--- src/rtl/alarm_sensor_frontend.sv ---
// Conditions smoke/rain levels and door/motion contacts into a registered 3-bit alarm vector; fire/rain assert after PERSIST samples, burglar after motion or entry delay.
// No backpressure: every input is sampled on every clk edge and all outputs are registers.
module alarm_sensor_frontend #(
   parameter logic [7:0]  SMOKE_ON    = 8'd150,
   parameter logic [7:0]  SMOKE_OFF   = 8'd100,
   parameter logic [7:0]  RAIN_ON     = 8'd80,
   parameter logic [7:0]  RAIN_OFF    = 8'd40,
   parameter int unsigned PERSIST     = 4,
   parameter int unsigned ENTRY_DELAY = 16
) (
   input  logic       clk,
   input  logic       reset,
   input  logic [7:0] smoke_level,
   input  logic [7:0] rain_level,
   input  logic       door_open,
   input  logic       motion,
   input  logic       arm,
   input  logic       disarm,
   input  logic       fire_ack,
   output logic [2:0] state,
   output logic       armed,
   output logic       entry_pending,
   output logic       changed
);

   localparam logic [3:0] PERSIST_C  = PERSIST[3:0];
   localparam logic [7:0] ENTRY_LOAD = 8'(ENTRY_DELAY - 1);

   typedef enum logic [1:0] {S_DISARMED, S_ARMED, S_ENTRY, S_ALARM} fsm_t;

   fsm_t       fsm;
   logic [7:0] entry_cnt;
   logic [3:0] fire_cnt, fire_cnt_nxt;
   logic [3:0] rain_cnt, rain_cnt_nxt;
   logic       fire_q, rain_q, burg_q;
   logic       fire_nxt, rain_nxt, burg_nxt;
   logic [2:0] state_nxt;

   assign state = {rain_q, burg_q, fire_q};

   // Fire: persistence counter saturates; the latch only releases on ack once smoke has cleared.
   always_comb begin
      fire_cnt_nxt = 4'd0;
      if (smoke_level >= SMOKE_ON)
         fire_cnt_nxt = (fire_cnt == PERSIST_C) ? PERSIST_C : fire_cnt + 4'd1;
      fire_nxt = fire_q;
      if (smoke_level >= SMOKE_ON && fire_cnt_nxt == PERSIST_C)
         fire_nxt = 1'b1;
      else if (fire_ack && smoke_level < SMOKE_OFF)
         fire_nxt = 1'b0;
   end

   // Rain: one counter serves both directions since only one run is tracked at a time.
   always_comb begin
      rain_cnt_nxt = 4'd0;
      rain_nxt     = rain_q;
      if (!rain_q && rain_level >= RAIN_ON) begin
         if (rain_cnt + 4'd1 == PERSIST_C) rain_nxt = 1'b1;
         else                              rain_cnt_nxt = rain_cnt + 4'd1;
      end else if (rain_q && rain_level < RAIN_OFF) begin
         if (rain_cnt + 4'd1 == PERSIST_C) rain_nxt = 1'b0;
         else                              rain_cnt_nxt = rain_cnt + 4'd1;
      end
   end

   always_comb begin
      burg_nxt = 1'b0;
      case (fsm)
         S_ARMED:  burg_nxt = !disarm && motion;
         S_ENTRY:  burg_nxt = !disarm && (entry_cnt == 8'd0);
         S_ALARM:  burg_nxt = !disarm;
         default:  burg_nxt = 1'b0;
      endcase
   end

   assign state_nxt = {rain_nxt, burg_nxt, fire_nxt};

   always_ff @(posedge clk or negedge reset) begin
      if (!reset) begin
         fire_cnt <= 4'd0;
         rain_cnt <= 4'd0;
         fire_q   <= 1'b0;
         rain_q   <= 1'b0;
         changed  <= 1'b0;
      end else begin
         fire_cnt <= fire_cnt_nxt;
         rain_cnt <= rain_cnt_nxt;
         fire_q   <= fire_nxt;
         rain_q   <= rain_nxt;
         changed  <= (state_nxt != state);
      end
   end

   always_ff @(posedge clk or negedge reset) begin
      if (!reset) begin
         fsm           <= S_DISARMED;
         entry_cnt     <= 8'd0;
         burg_q        <= 1'b0;
         armed         <= 1'b0;
         entry_pending <= 1'b0;
      end else begin
         burg_q <= burg_nxt;
         case (fsm)
            S_DISARMED: begin
               if (arm && !disarm) begin
                  fsm   <= S_ARMED;
                  armed <= 1'b1;
               end
            end
            S_ARMED: begin
               if (disarm) begin
                  fsm   <= S_DISARMED;
                  armed <= 1'b0;
               end else if (motion) begin
                  fsm <= S_ALARM;
               end else if (door_open) begin
                  fsm           <= S_ENTRY;
                  entry_cnt     <= ENTRY_LOAD;
                  entry_pending <= 1'b1;
               end
            end
            S_ENTRY: begin
               if (disarm) begin
                  fsm           <= S_DISARMED;
                  armed         <= 1'b0;
                  entry_pending <= 1'b0;
               end else if (entry_cnt == 8'd0) begin
                  fsm           <= S_ALARM;
                  entry_pending <= 1'b0;
               end else begin
                  entry_cnt <= entry_cnt - 8'd1;
               end
            end
            default: begin
               if (disarm) begin
                  fsm   <= S_DISARMED;
                  armed <= 1'b0;
               end
            end
         endcase
      end
   end

endmodule

--- config.mk ---
export PLATFORM = sky130hd
export DESIGN_NAME = alarm_sensor_frontend
export DESIGN_NICKNAME = d
export VERILOG_FILES = /design/src/rtl/alarm_sensor_frontend.sv
export SDC_FILE = /design/constraint.sdc
export NUM_CORES = 1
export LEC_CHECK = 0
export ABC_AREA = 1
export BUFFER_PORTS_ARGS = -buffer_cell sky130_fd_sc_hd__buf_4
export CAP_MARGIN = 0
export CORE_ASPECT_RATIO = 2
export CORE_MARGIN = 3
export CORE_UTILIZATION = 40
export CTS_CLUSTER_SIZE = 14
export DETAILED_ROUTE_END_ITERATION = 16
export PLACE_DENSITY = 0.63
export SLEW_MARGIN = 20
export SYNTH_ARGS = -nofsm -noshare
export SYNTH_HDL_FRONTEND = slang
export SYNTH_SLANG_ARGS = --single-unit
--- constraint.sdc ---
create_clock -name clk -period 3.2 [get_ports clk]
set_clock_uncertainty 0.15 [all_clocks]
set_input_delay 0.16 -clock clk [delete_from_list [all_inputs] [get_ports clk]]
set_output_delay 0.16 -clock clk [all_outputs]
set_load 0.02 [all_outputs]
==> flow_summary.html, run 1 <==
<table>
<tr><th>Metric</th><th>Value</th></tr>
<tr><th colspan="2">Status</th></tr>
<tr><td>Result of the run</td><td>completed</td></tr>
<tr><th colspan="2">Worst setup path</th></tr>
<tr><td>Required time worst endpoint</td><td>3200 ps</td></tr>
<tr><td>Dominant delay contributor by cell family on the critical path</td><td>simple AND/OR/NAND/NOR gates</td></tr>
<tr><td>Largest stage delay, worst path</td><td>430 ps</td></tr>
<tr><td>CP Buf/Inv Count</td><td>3</td></tr>
<tr><td>Setup CP Type</td><td>reg -&gt; reg</td></tr>
<tr><td>Arrival time at the worst endpoint</td><td>1990 ps</td></tr>
<tr><td>Type of element launching the critical path</td><td>register</td></tr>
<tr><td>Capturing element type of the critical path</td><td>register</td></tr>
<tr><td>Slowest-stage cell, CP</td><td>sky130_fd_sc_hd__dfrtp_1</td></tr>
<tr><td>Critical path cell sequence</td><td>inv_1 &gt; ha_1 &gt; inv_2 &gt; nand2_2 &gt; nand2_2 &gt; nor2_1 &gt; nand2_2 &gt; nor2_1 &gt; inv_1 &gt; nand2_1 &gt; nor2_1</td></tr>
<tr><td>Top fanout value on the critical path</td><td>6</td></tr>
<tr><th colspan="2">STA</th></tr>
<tr><td>Number of endpoints with negative hold slack in the final report</td><td>0</td></tr>
<tr><td>Portion of the clock cycle consumed by the worst path in the final layout</td><td>62.2%</td></tr>
<tr><td>Count of endpoints failing setup in the final report</td><td>0</td></tr>
<tr><td>Worst-case headroom to the max-slew limit</td><td>78.9%</td></tr>
<tr><td>Unrepaired setup endpoints after global routing</td><td>false</td></tr>
<tr><td>Highest attainable clock frequency</td><td>502 MHz</td></tr>
<tr><td>Crit path setup slack, layout</td><td>1210 ps</td></tr>
<tr><td>Measured slew at the worst slew-check pin</td><td>314 ps</td></tr>
<tr><td>Final-layout setup total negative slack</td><td>0 ps</td></tr>
<tr><td>Max-slew violation total from the final report</td><td>0</td></tr>
<tr><td>Crit path time final</td><td>1990 ps</td></tr>
<tr><th colspan="2">Clocking</th></tr>
<tr><td>TritonCTS clock tree</td><td>done</td></tr>
<tr><td>Root buffer cell</td><td>sky130_fd_sc_hd__clkbuf_8</td></tr>
<tr><td>Buffer depth of the longest clock path</td><td>2</td></tr>
<tr><td>Resized Gates After CTS</td><td>0</td></tr>
<tr><td>Number of buffers created by CTS</td><td>3</td></tr>
<tr><td>Clock slew at the register clock pins of the worst setup and hold paths</td><td>80 ps</td></tr>
<tr><td>Hold bufs inserted after CTS</td><td>2</td></tr>
<tr><td>CTS sink cnt</td><td>24</td></tr>
<tr><td>Postcts setup bufs</td><td>0</td></tr>
<tr><td>Clock latency reported for the late side of the worst-skew pair</td><td>260 ps</td></tr>
<tr><td>H-tree depth</td><td>1</td></tr>
<tr><th colspan="2">Synth</th></tr>
<tr><td>Mapped cell area</td><td>1490 um2</td></tr>
<tr><td>Synthesized Nets</td><td>229</td></tr>
<tr><td>Synth warnings</td><td>0</td></tr>
<tr><td>Post-synthesis register bit count</td><td>24</td></tr>
<tr><td>Mean instance size in the synthesized netlist</td><td>7.65 um2</td></tr>
<tr><td>Distinct cell type count after synthesis</td><td>28</td></tr>
<tr><td>Fraction of the yosys area taken by sequential cells</td><td>40.2%</td></tr>
<tr><td>Synthesized netlist cell count</td><td>195</td></tr>
<tr><th colspan="2">Floorplan</th></tr>
<tr><td>Die Outline Area</td><td>4550 um2</td></tr>
<tr><td>Initial core utilization</td><td>42.8%</td></tr>
<tr><td>Die height</td><td>92.4 um</td></tr>
<tr><td>Core outline area</td><td>3490 um2</td></tr>
<tr><td>Placement row count</td><td>30</td></tr>
<tr><td>Width of the die</td><td>49.2 um</td></tr>
<tr><td>Number of placed I/O pins</td><td>29</td></tr>
<tr><th colspan="2">Drt</th></tr>
<tr><td>Detailed-router iteration count before antenna repair</td><td>4</td></tr>
<tr><td>DRC</td><td>0</td></tr>
<tr><td>Routed len/inst</td><td>10.2 um</td></tr>
<tr><td>Iteration-0 DRC count of the detailed router</td><td>8</td></tr>
<tr><td>Number of vias per cell</td><td>4.80</td></tr>
<tr><td>Post-Route WL</td><td>2730 um</td></tr>
<tr><td>Count of nets left with antenna violations after detail routing</td><td>0</td></tr>
<tr><td>Via Count</td><td>1290</td></tr>
<tr><th colspan="2">Cells and area</th></tr>
<tr><td>Total area of multi-input combinational cells</td><td>757 um2</td></tr>
<tr><td>Inserted Diodes</td><td>0</td></tr>
<tr><td>Share of final-layout standard cells stronger than drive strength 1</td><td>16.7%</td></tr>
<tr><td>Most common cell after layout, fill and taps aside</td><td>sky130_fd_sc_hd__nand2_1</td></tr>
<tr><td>Area growth from synthesis to final layout</td><td>18.7%</td></tr>
<tr><td>Register area</td><td>601 um2</td></tr>
<tr><td>Number of fill cells</td><td>360</td></tr>
<tr><td>Fin nets</td><td>257</td></tr>
<tr><td>Non-Filler Instances</td><td>269</td></tr>
<tr><td>Commonest non-fill, non-tap cells in the layout</td><td>sky130_fd_sc_hd__nand2_1 (37), sky130_fd_sc_hd__nor2_1 (33), sky130_fd_sc_hd__inv_1 (28)</td></tr>
<tr><td>Final design instance area without fill</td><td>1770 um2</td></tr>
<tr><th colspan="2">Global routing</th></tr>
<tr><td>Overflow left after global routing</td><td>0</td></tr>
<tr><td>Wire length of the first global-routing pass</td><td>5000 um</td></tr>
<tr><td>Antenna violations before repair</td><td>0</td></tr>
<tr><td>All-layer global routing usage</td><td>13.7%</td></tr>
<tr><td>Vias in the first global route</td><td>1275</td></tr>
<tr><td>Pin count of the biggest net entering global routing</td><td>25</td></tr>
<tr><th colspan="2">Power</th></tr>
<tr><td>Total power</td><td>1.09 mW</td></tr>
<tr><td>Cell Pwr Density</td><td>613 nW/um2</td></tr>
<tr><td>Static leakage power</td><td>0.935 nW</td></tr>
<tr><td>Max VDD drop</td><td>0.372 mV</td></tr>
<tr><th colspan="2">Placement</th></tr>
<tr><td>Total placed cells including tap cells</td><td>264</td></tr>
<tr><td>Post-place instance area</td><td>1710 um2</td></tr>
<tr><td>HPWL after detailed placement</td><td>2270 um</td></tr>
<tr><td>Weighted congestion reported at the end of routability-driven placement</td><td>0.764</td></tr>
<tr><td>Total of buffers placed on input and output ports</td><td>24</td></tr>
<tr><td>Worst setup slack before clock tree synthesis</td><td>1210 ps</td></tr>
<tr><th colspan="2">Hold path</th></tr>
<tr><td>Class of the worst hold path</td><td>in -&gt; reg</td></tr>
<tr><th colspan="2">Job</th></tr>
<tr><td>Number of maximum-capacitance constraint violations</td><td>0</td></tr>
</table>
==> final timing paths <==
check / slack (ps) / end / from / depth (start not counted)
setup / recovery: 1210 / entry_cnt[7] / fsm[0] / 11
hold / removal: 80 / fire_cnt[1] / smoke_level[6] / 4
setup reg to reg: 1210 / entry_cnt[7] / fsm[0] / 11
hold reg to reg: 350 / rain_cnt[0] / rain_cnt[0] / 1
max in group asynchronous: 2480 / entry_cnt[7] / reset / 2
min in group asynchronous: 190 / fire_cnt[0] / reset / 2
==> power breakdown <==
part / switching, mW / internal [mW] / total (mW)
Sequential: 0.0607 / 0.378 / 0.438
Combinational: 0.290 / 0.189 / 0.479
Clock: 0.0858 / 0.0839 / 0.170
==> per-stage QoR <==
stage	hold slack, ps	utilization, %
global route	95.4	50.8
detailed placement	-71.9	49.0
global placement	-77.3	49.0
finish	83.1	50.8
floorplan	-286	-
CTS	76.4	50.8
==> flip-flops by register name, indices dropped and copies added (netlist names) <==
signal and flops:
changed 1, fsm 2, burg_q 1, fire_cnt 4, fire_q 1, entry_cnt 8, rain_cnt 4, entry_pending 1
rain_q 1, armed 1
==> synth_stat cells, drive strengths merged <==
| master | count | area (um2) |
|---|---|---|
| nor2 | 35 | 141 |
| dfrtp | 24 | 601 |
| nand2 | 40 | 158 |
| a21oi | 4 | 20.0 |
| o21a | 2 | 15.0 |
| o21bai | 1 | 7.51 |
| o21ai | 13 | 65.1 |
| or2 | 1 | 6.26 |
| nand3 | 8 | 40.0 |
| xnor2 | 2 | 17.5 |
| and2 | 1 | 6.26 |
| a21boi | 1 | 7.51 |
| nor3 | 9 | 55.1 |
| a31oi | 2 | 12.5 |
| nand4 | 3 | 18.8 |
| ha | 11 | 138 |
| o22ai | 1 | 6.26 |
| nand3b | 1 | 20.0 |
| nor4 | 1 | 6.26 |
| o31ai | 1 | 7.51 |
| buf | 3 | 22.5 |
| xor2 | 1 | 8.76 |
| inv | 30 | 113 |
==> worst reg2reg max path, cell delays in order, from the launching register on <==
cell and delay (ps):
sky130_fd_sc_hd__dfrtp_1 430, sky130_fd_sc_hd__inv_1 100, sky130_fd_sc_hd__ha_1 280, sky130_fd_sc_hd__inv_2 80
sky130_fd_sc_hd__nand2_2 80, sky130_fd_sc_hd__nand2_2 60, sky130_fd_sc_hd__nor2_1 130, sky130_fd_sc_hd__nand2_2 120
sky130_fd_sc_hd__nor2_1 180, sky130_fd_sc_hd__inv_1 140, sky130_fd_sc_hd__nand2_1 90, sky130_fd_sc_hd__nor2_1 40
==> cell families after synthesis <==
group           share of synthesized area [%]
compound gates                           9.47
xor+xnor                                 1.76
fa+ha+maj                                9.22
buf+inv                                  9.05
flops                                    40.2
simple gates                             30.3
==> layout make-up <==
cell class              count  share of cell area, %
multi-input cells         138                   42.7
flip-flops and latches     24                   33.9
repair buffers             26                   11.3
inverters                  30                   6.36
well taps                  48                   3.39
clock buffers               3                   2.33
==> layer usage <==
layer | GRT usage, % | part of all wire (%) | vias to the layer above
met5 | 0 | 0 | -
li1 | - | - | 672
met3 | 0.966 | 2.5 | 2
met1 | 13.8 | 39 | 598
met4 | 6.41 | 1.3 | 0
met2 | 27.0 | 57 | 18
No activity file was read; power rests on OpenSTA's default activity.
==> run 2: changes to the inputs <==
ABC_AREA = 0   (was 1)
PLACE_DENSITY = 0.62   (was 0.63)
clock period = 2 ns   (was 3.2 ns; I/O delays follow)
==> run 2 against run 1 <==
Effect of this change: register-to-register slack got worse by 1200 ps; combinational power rose to 2.5 times the previous value; largest cell class unchanged; critical path depth is 5 lower; first-iteration DRC count increased to 6.8 times the previous value; worst setup slack got worse by 1200 ps; clock-buffer cell count is the same; non-clock buffer count is 31 higher; synthesized cell count shrank 1.5%; sequential power grew 68%.
==> flow_summary.html, run 2 <==
<table>
<tr><th>Metric</th><th>Value</th></tr>
<tr><th colspan="2">Floorplan</th></tr>
<tr><td>Core outline area</td><td>3920 um2 (+12%)</td></tr>
<tr><td>Die Outline Area</td><td>5040 um2 (+11%)</td></tr>
<tr><td>Placement row count</td><td>32 (+6.7%)</td></tr>
<tr><td>Number of placed I/O pins</td><td>29 (unchanged)</td></tr>
<tr><td>Initial core utilization</td><td>42.6% (-0.13 points)</td></tr>
<tr><td>Width of the die</td><td>51.7 um (+5.2%)</td></tr>
<tr><td>Die height</td><td>97.5 um (+5.5%)</td></tr>
<tr><th colspan="2">STA</th></tr>
<tr><td>Worst-case headroom to the max-slew limit</td><td>70.5% (-8.4 points)</td></tr>
<tr><td>Max-slew violation total from the final report</td><td>0 (unchanged)</td></tr>
<tr><td>Unrepaired setup endpoints after global routing</td><td>true</td></tr>
<tr><td>Highest attainable clock frequency</td><td>511 MHz (+1.8%)</td></tr>
<tr><td>Crit path setup slack, layout</td><td>42.7 ps (-1170 ps)</td></tr>
<tr><td>Portion of the clock cycle consumed by the worst path in the final layout</td><td>97.9% (+36 points)</td></tr>
<tr><td>Crit path time final</td><td>1960 ps (-34.6 ps)</td></tr>
<tr><td>Measured slew at the worst slew-check pin</td><td>441 ps (+126 ps)</td></tr>
<tr><td>Number of endpoints with negative hold slack in the final report</td><td>0 (unchanged)</td></tr>
<tr><td>Count of endpoints failing setup in the final report</td><td>0 (unchanged)</td></tr>
<tr><td>Hold WS</td><td>12.3 ps (-70.8 ps)</td></tr>
<tr><th colspan="2">Cells and area</th></tr>
<tr><td>Most common cell after layout, fill and taps aside</td><td>sky130_fd_sc_hd__buf_4</td></tr>
<tr><td>Commonest non-fill, non-tap cells in the layout</td><td>sky130_fd_sc_hd__buf_4 (54), sky130_fd_sc_hd__dfrtp_1 (24), sky130_fd_sc_hd__inv_1 (13)</td></tr>
<tr><td>Registers with the highest flip-flop counts</td><td>entry_cnt x8, fire_cnt x4, rain_cnt x4</td></tr>
<tr><td>Inserted Diodes</td><td>0 (unchanged)</td></tr>
<tr><td>Largest register by flop count</td><td>entry_cnt</td></tr>
<tr><td>Share of final-layout standard cells stronger than drive strength 1</td><td>32.1% (+15 points)</td></tr>
<tr><td>Total area of multi-input combinational cells</td><td>1040 um2 (+37%)</td></tr>
<tr><td>Area growth from synthesis to final layout</td><td>35.5%</td></tr>
<tr><td>Register area</td><td>601 um2 (unchanged)</td></tr>
<tr><td>Share of the core filled with cells</td><td>57.8% (+7.0 points)</td></tr>
<tr><td>Final design instance area without fill</td><td>2270 um2 (+28%)</td></tr>
<tr><td>Fin nets</td><td>281 (+9.3%)</td></tr>
<tr><td>Number of flip-flops in the largest register</td><td>8 (unchanged)</td></tr>
<tr><td>Number of fill cells</td><td>366 (+1.7%)</td></tr>
<tr><th colspan="2">Hold path</th></tr>
<tr><td>Worst Hold End</td><td>rain_q</td></tr>
<tr><td>Class of the worst hold path</td><td>in -&gt; reg</td></tr>
<tr><td>Worst hold path depth</td><td>3 (-1)</td></tr>
<tr><td>HP Start</td><td>rain_level[5]</td></tr>
<tr><th colspan="2">Synth</th></tr>
<tr><td>Post-synthesis register bit count</td><td>24 (unchanged)</td></tr>
<tr><td>Fraction of the yosys area taken by sequential cells</td><td>35.9% (-4.3 points)</td></tr>
<tr><td>Synth warnings</td><td>0 (unchanged)</td></tr>
<tr><td>Synth area leaders</td><td>sky130_fd_sc_hd__dfrtp_1 (36%), sky130_fd_sc_hd__ha_1 (8.2%), sky130_fd_sc_hd__a21oi_1 (4.2%)</td></tr>
<tr><td>Distinct cell type count after synthesis</td><td>51 (+82%)</td></tr>
<tr><td>Fraction of post-synthesis cell area in the top cell type by area</td><td>35.9% (-4.3 points)</td></tr>
<tr><td>Cell type with the highest aggregate area in the netlist</td><td>sky130_fd_sc_hd__dfrtp_1</td></tr>
<tr><td>Mapped cell area</td><td>1670 um2 (+12%)</td></tr>
<tr><td>Number of synthesized flops with an enable pin</td><td>0 (unchanged)</td></tr>
<tr><td>Synthesized netlist cell count</td><td>192 (-1.5%)</td></tr>
<tr><td>Most frequent cells after synthesis</td><td>sky130_fd_sc_hd__dfrtp_1 (24), sky130_fd_sc_hd__inv_1 (15), sky130_fd_sc_hd__a21oi_1 (14)</td></tr>
<tr><td>Mean instance size in the synthesized netlist</td><td>8.71 um2 (+14%)</td></tr>
<tr><td>Most used DFF post-synth</td><td>sky130_fd_sc_hd__dfrtp_1</td></tr>
<tr><td>Synthesized Nets</td><td>226 (-1.3%)</td></tr>
<tr><td>Share of synthesized flip-flops with an asynchronous set or reset</td><td>100% (unchanged)</td></tr>
<tr><td>Most repeated cell in the gate-level netlist after synthesis</td><td>sky130_fd_sc_hd__dfrtp_1</td></tr>
<tr><th colspan="2">Clocking</th></tr>
<tr><td>Clock latency reported for the late side of the worst-skew pair</td><td>270 ps (about the same)</td></tr>
<tr><td>Clock slew at the register clock pins of the worst setup and hold paths</td><td>90 ps (about the same)</td></tr>
<tr><td>Root buffer cell</td><td>sky130_fd_sc_hd__clkbuf_8</td></tr>
<tr><td>H-tree depth</td><td>1 (unchanged)</td></tr>
<tr><td>Buffer depth of the longest clock path</td><td>2 (unchanged)</td></tr>
<tr><td>TritonCTS clock tree</td><td>done</td></tr>
<tr><td>Number of buffers created by CTS</td><td>3 (unchanged)</td></tr>
<tr><td>CTS sink cnt</td><td>24 (unchanged)</td></tr>
<tr><th colspan="2">Worst setup path</th></tr>
<tr><td>Cell depth of the worst flop-to-flop path</td><td>6 (-5)</td></tr>
<tr><td>Reg2reg setup slack</td><td>40 ps (-1170 ps)</td></tr>
<tr><td>Critical R2R Capture</td><td>entry_cnt[6]</td></tr>
<tr><td>Critical path cell sequence</td><td>inv_2 &gt; ha_2 &gt; and3b_2 &gt; o211ai_1 &gt; or4_1 &gt; a21oi_2</td></tr>
<tr><td>Required time worst endpoint</td><td>2050 ps (-1150 ps)</td></tr>
<tr><td>Capturing element type of the critical path</td><td>register</td></tr>
<tr><td>Slowest-stage cell, CP</td><td>sky130_fd_sc_hd__or4_1</td></tr>
<tr><td>Top fanout value on the critical path</td><td>4 (-2)</td></tr>
<tr><td>Largest stage delay, worst path</td><td>440 ps (about the same)</td></tr>
<tr><td>FF-to-FF Start</td><td>fsm[1]</td></tr>
<tr><td>Arrival time at the worst endpoint</td><td>2010 ps (+20 ps)</td></tr>
<tr><td>Setup CP Type</td><td>reg -&gt; reg</td></tr>
<tr><td>Type of element launching the critical path</td><td>register</td></tr>
<tr><th colspan="2">Placement</th></tr>
<tr><td>Post-place instance area</td><td>2070 um2 (+21%)</td></tr>
<tr><td>HPWL after detailed placement</td><td>3570 um (+57%)</td></tr>
<tr><td>Total of buffers placed on input and output ports</td><td>24 (unchanged)</td></tr>
<tr><td>Weighted congestion reported at the end of routability-driven placement</td><td>0.796 (+4.2%)</td></tr>
<tr><td>Worst setup slack before clock tree synthesis</td><td>-24.7 ps (-1230 ps)</td></tr>
<tr><th colspan="2">Drt</th></tr>
<tr><td>Via Count</td><td>1681 (+30%)</td></tr>
<tr><td>Amount of wire on met3 after detailed routing</td><td>146 um (+110%)</td></tr>
<tr><td>Detailed-router iteration count before antenna repair</td><td>4 (unchanged)</td></tr>
<tr><td>Number of vias per cell</td><td>5.66 (+18%)</td></tr>
<tr><td>M1 WL</td><td>1610 um (+50%)</td></tr>
<tr><td>WL met2</td><td>2840 um (+82%)</td></tr>
<tr><td>Count of nets left with antenna violations after detail routing</td><td>0 (unchanged)</td></tr>
<tr><td>Routed len/inst</td><td>15.8 um (+56%)</td></tr>
<tr><td>Post-Route WL</td><td>4710 um (+72%)</td></tr>
<tr><td>Highest metal layer with signal wires</td><td>met4</td></tr>
<tr><td>DRC</td><td>0 (unchanged)</td></tr>
<tr><td>Iteration-0 DRC count of the detailed router</td><td>54 (+46)</td></tr>
<tr><th colspan="2">Global routing</th></tr>
<tr><td>Wire length of the first global-routing pass</td><td>7750 um (+55%)</td></tr>
<tr><td>Overflow left after global routing</td><td>0 (unchanged)</td></tr>
<tr><td>Pin count of the biggest net entering global routing</td><td>25 (unchanged)</td></tr>
<tr><td>All-layer global routing usage</td><td>19.6% (+6.0 points)</td></tr>
<tr><td>Vias in the first global route</td><td>1797 (+41%)</td></tr>
<tr><td>Antenna violations before repair</td><td>0 (unchanged)</td></tr>
<tr><th colspan="2">Power</th></tr>
<tr><td>Max VDD drop</td><td>0.616 mV (+65%)</td></tr>
<tr><td>Static leakage power</td><td>1.07 nW (+15%)</td></tr>
<tr><td>Cell Pwr Density</td><td>1050 nW/um2 (+70%)</td></tr>
<tr><th colspan="2">Job</th></tr>
<tr><td>Number of maximum-capacitance constraint violations</td><td>0 (unchanged)</td></tr>
<tr><th colspan="2">Status</th></tr>
<tr><td>Result of the run</td><td>completed</td></tr>
</table>
==> run 2: worst max path at each step <==
| stage | end | cells after the start | from | slack, ps |
|---|---|---|---|---|
| 2_1_floorplan | changed | 5 | rain_cnt[0] | 20 |
| 3_3_place_gp | changed | 6 | entry_cnt[0] | 20 |
| 3_5_place_dp | changed | 6 | entry_cnt[1] | -20 |
| 4_1_cts | entry_cnt[6] | 6 | fsm[1] | 20 |
| 5_1_grt | entry_cnt[6] | 6 | fsm[1] | -30 |
| 6_report | entry_cnt[6] | 6 | fsm[1] | 40 |
==> run 2: where the power goes <==
group | internal, mW | switching (mW)
clock | 0.268 | 0.169
sequential | 0.613 | 0.120
combinational | 0.587 | 0.612
==> run 2: logic make-up after synthesis <==
family | share of synthesized area (%)
adder cells (fa/ha/maj) | 8.23
multiplexers | 1.27
buffers and inverters | 5.68
XOR/XNOR | 0.524
AND/OR/NAND/NOR | 25.1
flip-flops | 35.9
AO/OA/AOI/OAI | 23.3
==> run 2: final cells by class <==
class,instances,share of cell area (%)
clock buffers,3,1.82
clock inverters,1,1.32
inverters,15,2.48
multi-input cells,146,45.9
flip-flops and latches,24,26.5
well taps,51,2.81
repair buffers,57,19.2
==> run 2: critical path: cells and delay by family (launching register included) <==
| kind | cells | cell delay, ps |
|---|---|---|
| fa+ha+maj | 1 | 240 |
| simple gates | 2 | 670 |
| buf+inv | 1 | 100 |
| compound gates | 2 | 300 |
| flops | 1 | 430 |
==> run 2: layer usage <==
| layer | track usage, % | vias to the layer above |
|---|---|---|
| li1 | - | 816 |
| met1 | 19.1 | 815 |
| met5 | 0 | - |
| met2 | 38.4 | 40 |
| met3 | 2.00 | 10 |
| met4 | 8.69 | 0 |
==> run 2: metrics by stage <==
step	instances	TNS (ps)	power (mW)
2_1_floorplan	192	0	1.37
3_3_place_gp	285	0	1.76
3_5_place_dp	285	-28.7	1.82
4_1_cts	293	0	2.30
5_1_grt	297	-62.6	2.55
6_report	297	0	2.37
==> run 2: repair_timing <==
| item | 4_1_cts | 5_1_grt |
|---|---|---|
| pin swaps | 0 | 2 |
| buffers inserted | 1 | 4 |
| resized for setup | 5 | 14 |
| setup endpoints to repair | 3 | 7 |
| hold buffers | 3 | 0 |
| endpoints found under the hold margin | 26 | 0 |
==> run 3: changes to the inputs <==
RECOVER_POWER = 50   (was unset)
clock period = 1.9 ns   (was 2 ns; I/O delays follow)
==> run 3 against run 2 <==
Effect of this change: worst hold slack better by 1.5 ps; die area unchanged; first-iteration DRC count fell by 26%; utilization is 3.8 points higher; wire length rose by 3.0%; critical endpoint is now changed; largest cell class unchanged; highest routed layer unchanged.
==> flow_summary.html, run 3 (synthesis gave the netlist of run 2 again) <==
<table>
<tr><th>Metric</th><th>Value</th></tr>
<tr><th colspan="2">Cells and area</th></tr>
<tr><td>Share of the core filled with cells</td><td>61.6% (+3.8 points)</td></tr>
<tr><td>Number of flip-flops in the largest register</td><td>8 (unchanged)</td></tr>
<tr><td>Registers with the highest flip-flop counts</td><td>entry_cnt x8, fire_cnt x4, rain_cnt x4</td></tr>
<tr><td>Inserted Diodes</td><td>0 (unchanged)</td></tr>
<tr><td>Share of final-layout standard cells stronger than drive strength 1</td><td>40.2% (+8.1 points)</td></tr>
<tr><td>Fin nets</td><td>286 (+1.8%)</td></tr>
<tr><td>Commonest non-fill, non-tap cells in the layout</td><td>sky130_fd_sc_hd__buf_4 (57), sky130_fd_sc_hd__dfrtp_1 (23), sky130_fd_sc_hd__nand2_1 (12)</td></tr>
<tr><td>Most common cell after layout, fill and taps aside</td><td>sky130_fd_sc_hd__buf_4</td></tr>
<tr><td>Largest register by flop count</td><td>entry_cnt</td></tr>
<tr><td>Area growth from synthesis to final layout</td><td>44.4%</td></tr>
<tr><th colspan="2">Worst setup path</th></tr>
<tr><td>Reg2reg setup slack</td><td>0.6 ps (-40 ps)</td></tr>
<tr><td>Setup CP Type</td><td>reg -&gt; reg</td></tr>
<tr><td>Cell depth of the worst flop-to-flop path</td><td>6 (unchanged)</td></tr>
<tr><td>Required time worst endpoint</td><td>1960 ps (-90 ps)</td></tr>
<tr><td>Type of element launching the critical path</td><td>register</td></tr>
<tr><td>FF-to-FF Start</td><td>entry_cnt[0]</td></tr>
<tr><td>Capturing element type of the critical path</td><td>register</td></tr>
<tr><td>Top fanout value on the critical path</td><td>3 (-1)</td></tr>
<tr><td>Critical Path End</td><td>changed</td></tr>
<tr><td>Arrival time at the worst endpoint</td><td>1960 ps (-50 ps)</td></tr>
<tr><td>Start point of the critical path</td><td>entry_cnt[0]</td></tr>
<tr><td>Critical R2R Capture</td><td>changed</td></tr>
<tr><th colspan="2">Floorplan</th></tr>
<tr><td>Initial core utilization</td><td>42.6% (unchanged)</td></tr>
<tr><td>Die height</td><td>97.5 um (unchanged)</td></tr>
<tr><td>Placement row count</td><td>32 (unchanged)</td></tr>
<tr><td>Width of the die</td><td>51.7 um (unchanged)</td></tr>
<tr><td>Die Outline Area</td><td>5040 um2 (unchanged)</td></tr>
<tr><td>Number of placed I/O pins</td><td>29 (unchanged)</td></tr>
<tr><td>Core outline area</td><td>3920 um2 (unchanged)</td></tr>
<tr><th colspan="2">Drt</th></tr>
<tr><td>Routed len/inst</td><td>16.1 um (+1.3%)</td></tr>
<tr><td>Post-Route WL</td><td>4850 um (+3.0%)</td></tr>
<tr><td>DRC</td><td>0 (unchanged)</td></tr>
<tr><td>Via Count</td><td>1734 (+3.2%)</td></tr>
<tr><td>Detailed-router iteration count before antenna repair</td><td>4 (unchanged)</td></tr>
<tr><td>Iteration-0 DRC count of the detailed router</td><td>40 (-26%)</td></tr>
<tr><td>Count of nets left with antenna violations after detail routing</td><td>0 (unchanged)</td></tr>
<tr><td>Number of vias per cell</td><td>5.74 (+1.4%)</td></tr>
<tr><th colspan="2">Power</th></tr>
<tr><td>Cell Pwr Density</td><td>1060 nW/um2 (+1.3%)</td></tr>
<tr><td>Static leakage power</td><td>1.10 nW (+2.3%)</td></tr>
<tr><td>Max VDD drop</td><td>0.740 mV (+20%)</td></tr>
<tr><th colspan="2">Hold path</th></tr>
<tr><td>Class of the worst hold path</td><td>in -&gt; reg</td></tr>
<tr><th colspan="2">Job</th></tr>
<tr><td>Number of maximum-capacitance constraint violations</td><td>0 (unchanged)</td></tr>
<tr><th colspan="2">STA</th></tr>
<tr><td>Measured slew at the worst slew-check pin</td><td>1360 ps (+922 ps)</td></tr>
<tr><td>Count of endpoints failing setup in the final report</td><td>0 (unchanged)</td></tr>
<tr><td>Number of endpoints with negative hold slack in the final report</td><td>0 (unchanged)</td></tr>
<tr><td>Highest attainable clock frequency</td><td>526 MHz (+3.0%)</td></tr>
<tr><td>Max-slew violation total from the final report</td><td>0 (unchanged)</td></tr>
<tr><td>Portion of the clock cycle consumed by the worst path in the final layout</td><td>100% (+2.1 points)</td></tr>
<tr><td>Hold WS</td><td>13.8 ps (+1.49 ps)</td></tr>
<tr><td>Crit path time final</td><td>1900 ps (-57.8 ps)</td></tr>
<tr><td>Unrepaired setup endpoints after global routing</td><td>true</td></tr>
<tr><td>Worst-case headroom to the max-slew limit</td><td>9.17% (-61 points)</td></tr>
<tr><th colspan="2">Global routing</th></tr>
<tr><td>Antenna violations before repair</td><td>0 (unchanged)</td></tr>
<tr><td>Overflow left after global routing</td><td>0 (unchanged)</td></tr>
<tr><td>Vias in the first global route</td><td>1804 (+0.39%)</td></tr>
<tr><td>All-layer global routing usage</td><td>19.9% (+0.28 points)</td></tr>
<tr><td>Wire length of the first global-routing pass</td><td>7820 um (+0.98%)</td></tr>
<tr><td>Pin count of the biggest net entering global routing</td><td>25 (unchanged)</td></tr>
<tr><th colspan="2">Clocking</th></tr>
<tr><td>Number of buffers created by CTS</td><td>3 (unchanged)</td></tr>
<tr><td>TritonCTS clock tree</td><td>done</td></tr>
<tr><td>Clock slew at the register clock pins of the worst setup and hold paths</td><td>90 ps (about the same)</td></tr>
<tr><td>Clock latency reported for the late side of the worst-skew pair</td><td>270 ps (about the same)</td></tr>
<tr><td>H-tree depth</td><td>1 (unchanged)</td></tr>
<tr><td>CTS sink cnt</td><td>24 (unchanged)</td></tr>
<tr><td>Root buffer cell</td><td>sky130_fd_sc_hd__clkbuf_8</td></tr>
<tr><td>Buffer depth of the longest clock path</td><td>2 (unchanged)</td></tr>
<tr><th colspan="2">Placement</th></tr>
<tr><td>Total of buffers placed on input and output ports</td><td>24 (unchanged)</td></tr>
<tr><td>HPWL after detailed placement</td><td>3580 um (+0.45%)</td></tr>
<tr><td>Weighted congestion reported at the end of routability-driven placement</td><td>0.793 (-0.36%)</td></tr>
<tr><th colspan="2">Status</th></tr>
<tr><td>Result of the run</td><td>completed</td></tr>
</table>
## run 3: routing by layer
layer / global-route usage [%] / up-vias / wire, um
met3: 1.84 / 14 / 129
met1: 19.1 / 850 / 1700
met2: 39.6 / 43 / 2890
met4: 8.28 / 0 / 128
met5: 0 / - / 0
li1: - / 827 / -
## run 3: layout make-up
type | instances | area [um2]
clock buffers | 4 | 55.1
inverters | 15 | 56.3
fillers | 371 | 1510
well taps | 51 | 63.8
multi-input cells | 146 | 1170
repair buffers | 62 | 473
flip-flops and latches | 24 | 602
## run 3: worst max-delay path: stages (launching register included)
cell	delay (ps)
sky130_fd_sc_hd__dfrtp_1	410
sky130_fd_sc_hd__inv_2	90
sky130_fd_sc_hd__ha_4	130
sky130_fd_sc_hd__or3b_4	400
sky130_fd_sc_hd__o31ai_4	220
sky130_fd_sc_hd__mux2_2	360
sky130_fd_sc_hd__nand4_1	80
## run 3: metrics by stage
stage                     instances  area, um2  total power, mW  worst slack [ps]  setup TNS [ps]
after CTS                       299       2260             2.39             -2.73           -2.73
final                           302       2420             2.56             0.572               0
after floorplan                 192       1710             1.47             -17.2           -17.2
after global placement          291       2140             1.92             -31.0           -31.0
after global routing            302       2420             2.73             -69.5            -291
after detailed placement        291       2140             1.97             -64.4            -149
## run 3: where the power goes
part           switching, mW  total [mW]  leakage, nW  internal, mW
sequential             0.136       0.783        0.298         0.647
clock                  0.180       0.366       0.0288         0.185
combinational          0.711        1.41        0.768         0.700
total                   1.03        2.56         1.10          1.53
## run 3: worst min path at each step
stage,from,endpoint,slack [ps],cells after the start
final,smoke_level[7],fire_q,10,3
after global routing,fire_ack,fire_q,30,3
after CTS,smoke_level[7],fire_q,10,3
after detailed placement,reset,entry_pending,-130,1
after global placement,reset,entry_pending,-130,1
after floorplan,reset,armed,-350,0
## run 3: repair_timing
item                       CTS  global route
buffers inserted             1             4
hold endpoints to repair    26             0
pin swaps                    3            11
setup endpoints to repair    6            12
gates resized for setup      6            33
hold buffers                 3             0
